`src/rtl/uart_rx.sv`:
```
// rtl/uart_rx.sv - 8N1 UART receiver; optional 8E1 framing with rx_parity_err under `UART_RX_PARITY_EN
module uart_rx #(
    parameter int CLK_FREQ = 50_000_000,
    parameter int UART_BPS = 115200
) (
    input  logic       clk,
    input  logic       rst_n,
    input  logic       uart_rxd,
    output logic [7:0] rx_data,
    output logic       rx_valid,
    output logic       rx_frame_err,
`ifdef UART_RX_PARITY_EN
    output logic       rx_parity_err,
`endif
    output logic       rx_busy
);

    localparam int          BPS_CNT  = CLK_FREQ / UART_BPS;
    localparam logic [15:0] CNT_MID  = 16'(BPS_CNT / 2 - 1);
    localparam logic [15:0] CNT_LAST = 16'(BPS_CNT - 1);

    localparam logic [2:0] ST_IDLE   = 3'd0;
    localparam logic [2:0] ST_START  = 3'd1;
    localparam logic [2:0] ST_DATA   = 3'd2;
    localparam logic [2:0] ST_PARITY = 3'd3;
    localparam logic [2:0] ST_STOP   = 3'd4;
    localparam logic [2:0] ST_BREAK  = 3'd5;

    logic [2:0]  r_state;
    logic        r_rxd_s1;
    logic        r_rxd_s2;
    logic        r_rxd_d;
    logic [15:0] r_clk_cnt;
    logic [2:0]  r_bit_cnt;
    logic [7:0]  r_shift;
`ifdef UART_RX_PARITY_EN
    logic        r_par_bad;
`endif

    logic w_start_edge;
    logic w_in_frame;
    logic w_mid;

    assign w_start_edge = ~r_rxd_s2 & r_rxd_d;
    assign w_in_frame   = (r_state == ST_START) || (r_state == ST_DATA) ||
                          (r_state == ST_PARITY) || (r_state == ST_STOP);
    assign w_mid        = w_in_frame && (r_clk_cnt == CNT_MID);
    assign rx_busy      = (r_state != ST_IDLE);

    // Two-flop synchroniser plus a delayed copy for falling-edge detection; idles high.
    always_ff @(posedge clk or negedge rst_n) begin
        if (!rst_n) begin
            r_rxd_s1 <= 1'b1;
            r_rxd_s2 <= 1'b1;
            r_rxd_d  <= 1'b1;
        end else begin
            r_rxd_s1 <= uart_rxd;
            r_rxd_s2 <= r_rxd_s1;
            r_rxd_d  <= r_rxd_s2;
        end
    end

    // Bit-period counter: free-runs 0..BPS_CNT-1 while inside a frame, held at 0 otherwise.
    always_ff @(posedge clk or negedge rst_n) begin
        if (!rst_n) begin
            r_clk_cnt <= 16'd0;
        end else if (!w_in_frame || r_clk_cnt == CNT_LAST) begin
            r_clk_cnt <= 16'd0;
        end else begin
            r_clk_cnt <= r_clk_cnt + 16'd1;
        end
    end

    // Frame state machine: samples each bit at mid-period and issues single-cycle strobes.
    always_ff @(posedge clk or negedge rst_n) begin
        if (!rst_n) begin
            r_state      <= ST_IDLE;
            r_bit_cnt    <= 3'd0;
            r_shift      <= 8'h00;
            rx_data      <= 8'h00;
            rx_valid     <= 1'b0;
            rx_frame_err <= 1'b0;
`ifdef UART_RX_PARITY_EN
            r_par_bad     <= 1'b0;
            rx_parity_err <= 1'b0;
`endif
        end else begin
            rx_valid     <= 1'b0;
            rx_frame_err <= 1'b0;
`ifdef UART_RX_PARITY_EN
            rx_parity_err <= 1'b0;
`endif
            case (r_state)
                ST_IDLE: begin
                    if (w_start_edge) begin
                        r_state <= ST_START;
                    end
                end
                ST_START: begin
                    if (w_mid) begin
                        if (r_rxd_s2) begin
                            r_state <= ST_IDLE;
                        end else begin
                            r_state   <= ST_DATA;
                            r_bit_cnt <= 3'd0;
                        end
                    end
                end
                ST_DATA: begin
                    if (w_mid) begin
                        r_shift[r_bit_cnt] <= r_rxd_s2;
                        r_bit_cnt          <= r_bit_cnt + 3'd1;
                        if (r_bit_cnt == 3'd7) begin
`ifdef UART_RX_PARITY_EN
                            r_state <= ST_PARITY;
`else
                            r_state <= ST_STOP;
`endif
                        end
                    end
                end
`ifdef UART_RX_PARITY_EN
                ST_PARITY: begin
                    if (w_mid) begin
                        r_par_bad <= ^{r_shift, r_rxd_s2};
                        r_state   <= ST_STOP;
                    end
                end
`endif
                ST_STOP: begin
                    if (w_mid) begin
                        if (r_rxd_s2) begin
`ifdef UART_RX_PARITY_EN
                            if (r_par_bad) begin
                                rx_parity_err <= 1'b1;
                            end else begin
                                rx_data  <= r_shift;
                                rx_valid <= 1'b1;
                            end
`else
                            rx_data  <= r_shift;
                            rx_valid <= 1'b1;
`endif
                            r_state <= ST_IDLE;
                        end else begin
                            rx_frame_err <= 1'b1;
                            r_state      <= ST_BREAK;
                        end
                    end
                end
                ST_BREAK: begin
                    if (r_rxd_s2) begin
                        r_state <= ST_IDLE;
                    end
                end
                default: begin
                    r_state <= ST_IDLE;
                end
            endcase
        end
    end

endmodule

```
`config.mk`:
```
export PLATFORM = sky130hd
export DESIGN_NAME = uart_rx
export DESIGN_NICKNAME = d
export VERILOG_FILES = /design/src/rtl/uart_rx.sv
export SDC_FILE = /design/constraint.sdc
export NUM_CORES = 1
export LEC_CHECK = 0
export CAP_MARGIN = 20
export CORE_MARGIN = 2
export CORE_UTILIZATION = 52
export DETAILED_ROUTE_END_ITERATION = 10
export PLACE_DENSITY = 0.8
export SLEW_MARGIN = 20
export SYNTH_ARGS = -nofsm -noshare
export SYNTH_HDL_FRONTEND = slang
export SYNTH_SLANG_ARGS = --single-unit
```
`constraint.sdc`:
```
create_clock -name clk -period 2 [get_ports clk]
set_clock_uncertainty 0.1 [all_clocks]
set_input_delay 0.4 -clock clk [delete_from_list [all_inputs] [get_ports clk]]
set_output_delay 0.4 -clock clk [all_outputs]
set_load 0.05 [all_outputs]
```
==> reports/qor.yml <==
syn_area_um2: 2130
drive_above_1_share_pct: 34.4
cts_tree: "yes"
antenna_found_initial: 0
ys_warn_count: 0
powerDensity_nw_per_um2: 791
grt_pass1_vias: 1505
clock-sinks: 43
synthTopCellsByArea: "dfrtp_1, mux2_4, mux2_2"
instances_no_fill: 265
async_flop_share_pct: 100
synth_cell_type_count: 42
clockBufferDepth: 2
crit_family: "simple AND/OR/NAND/NOR gates"
clk_latency_ns: 0.30
drv_cap: 0
crit_path_end_kind: "flip-flop"
syn_area_per_cell_um2: 11.9
vdd_drop_max_v: 0.000843
maxSlewHeadroom_pct: 65.8
final_core_util_pct: 65.7
finalWorstSetupSlack_ns: -0.0443
violations: "setup timing"
grt_pass1_wl_um: 7210
port_buffers: 13
coreArea_um2: 3970
dieArea_um2: 4620
start_util_pct: 53.6
hold_violations: 0
rsz0062_at_grt: "yes"
drt-total-wl_um: 4460
p_leak_nw: 1.30
drcViolationCount: 0
drv_slew: 0
status: "finished with violations"
worst_slew_pin_slew_ns: 0.512
track_usage_pct: 21.7
fp.dieW_um: 68.0
synth_area_leader_cell: "dfrtp_1"
viasPerCell: 5.71
final_nets: 222
hp-class: "flip-flop to flip-flop"
synth_fp_nets: 187
vias: 1512
finalSetupViolations: 11
area_growth_pct: 22.6
r2r_setup_slack_ns: -0.04
cp_slowest_cell: "or4_4"
overflow: 0
cts.clk_slew.worst_paths_ns: 0.08
diodes: 0
htree_num_levels: 2
die_h_um: 68.0
ys_seq_area_share_pct: 50.7
fmax_mhz: 489
syn_inst: 179
synth_edf_count: 0
period_needed_ns: 2.04
root_buffer: "clkbuf_8"
critical_path_buf_inv_count: 0
fin_setup_tns_ns: -0.229
fp-row-count: 23
crit_type: "flip-flop to flip-flop"
cts_buffers: 5
wire_per_inst_um: 16.8
required_ns: 2.09
antenna_left: 0
startpoint_type: "flip-flop"
final_cell_mix: "dfrtp_1, buf_4, nor2_1"
drtIter0Drc: 91
crit_chain: "nor4_4, nand4_4, or4_4, mux2_4"
gp_congestion: 0.951
fin_crit_sh_pct: 102
ys_ff_latch: 43
boundaryPins: 14
layout_commonest_cell: "dfrtp_1"
grt_max_degree: 24
synthFlopType: "dfrtp_1"
max_stage_delay_ns: 0.52
p_total_mw: 2.06
yosys.area.top_type_share_pct: 47.0
dp_cells: 254
worstPathArrival_ns: 2.13
hpwl_um: 3060
crit_fanout: 5
firstDrtPassIters: 4
## state kept, by name, indices dropped and copies added (netlist names), 3 cells and up
register	flops
r_state	3
rx_data	8
r_clk_cnt	16
r_bit_cnt	3
r_shift	8
## where the power goes
group          internal, mW  total, mW  leakage, nW  switching [mW]
registers             0.925      0.960        0.580          0.0342
logic                 0.190      0.437        0.659           0.247
clock network         0.371      0.665       0.0581           0.294
total                  1.49       2.06         1.30           0.575
## worst paths after layout
kind,cells after the start,endpoint,from
hold / removal,0,r_rxd_s2$_DFF_PN1_,r_rxd_s1$_DFF_PN1_
setup reg to reg,4,rx_data[4]$_DFFE_PN0P_,r_clk_cnt[2]$_DFF_PN0_
min in group asynchronous,2,r_state[0]$_DFFE_PN0P_,rst_n
setup / recovery,4,rx_data[4]$_DFFE_PN0P_,r_clk_cnt[2]$_DFF_PN0_
hold reg to reg,0,r_rxd_s2$_DFF_PN1_,r_rxd_s1$_DFF_PN1_
max in group asynchronous,3,r_clk_cnt[11]$_DFF_PN0_,rst_n
## cell usage after synthesis (2+ instances only)
library cell / count
mux2_4: 8
xnor2_1: 6
nand4_1: 12
dfstp_2: 3
mux2_2: 9
nor2_1: 20
and2_1: 2
ha_1: 5
and4_2: 2
clkbuf_1: 6
dfrtp_1: 40
buf_6: 2
a31oi_1: 2
a22o_1: 2
xor2_1: 8
nor4_1: 8
nand3b_1: 2
nand2b_1: 2
and3_1: 2
inv_1: 7
nand2_1: 3
nor4_4: 2
and4_1: 2
nand3_1: 6
## layer usage
layer / up-vias / track usage, % / wire [µm]
li1: 715 / - / -
met1: 755 / 28.5 / 1950
met2: 34 / 35.4 / 2240
met3: 8 / 4.61 / 186
met4: 0 / 7.75 / 80
met5: - / 0 / 0
## kinds of logic after synthesis
kind of cell             Yosys count  synth area share [%]
AND/OR/NAND/NOR                   74                  22.3
multiplexers                      17                  10.4
XOR/XNOR                          14                  5.76
AO/OA/AOI/OAI                      9                  3.29
flip-flops                        43                  50.7
buffers and inverters             17                  4.53
adder cells (fa/ha/maj)            5                  2.94
## area by class of cell
| class | instances | area (µm²) |
|---|---|---|
| clock buffers | 5 | 68.8 |
| clock inverters | 3 | 43.8 |
| fillers | 283 | 1360 |
| inverters | 7 | 26.3 |
| multi-input cells | 120 | 1010 |
| flip-flops and latches | 43 | 1080 |
| well taps | 50 | 62.6 |
| repair buffers | 37 | 322 |
## metrics by stage
step                hold slack (ns)  instance area (µm²)  setup slack, ns
finish                        0.258                 2610          -0.0443
global route                  0.267                 2610           -0.103
CTS                           0.261                 2560          -0.0291
detailed placement            0.250                 2420          -0.0338
global placement              0.248                 2420           0.0245
floorplan                   0.00441                 2130          -0.0589
## what timing repair did
action | 4_1_cts | 5_1_grt
setup buffers | 0 | 1
hold buffers | 1 | 0
setup endpoints to repair | 11 | 17
endpoints found under the hold margin | 17 | 0
pin swaps | 0 | 1
cloned | 1 | 0
resized for setup | 3 | 9
(Power assumes the default switching activity.)
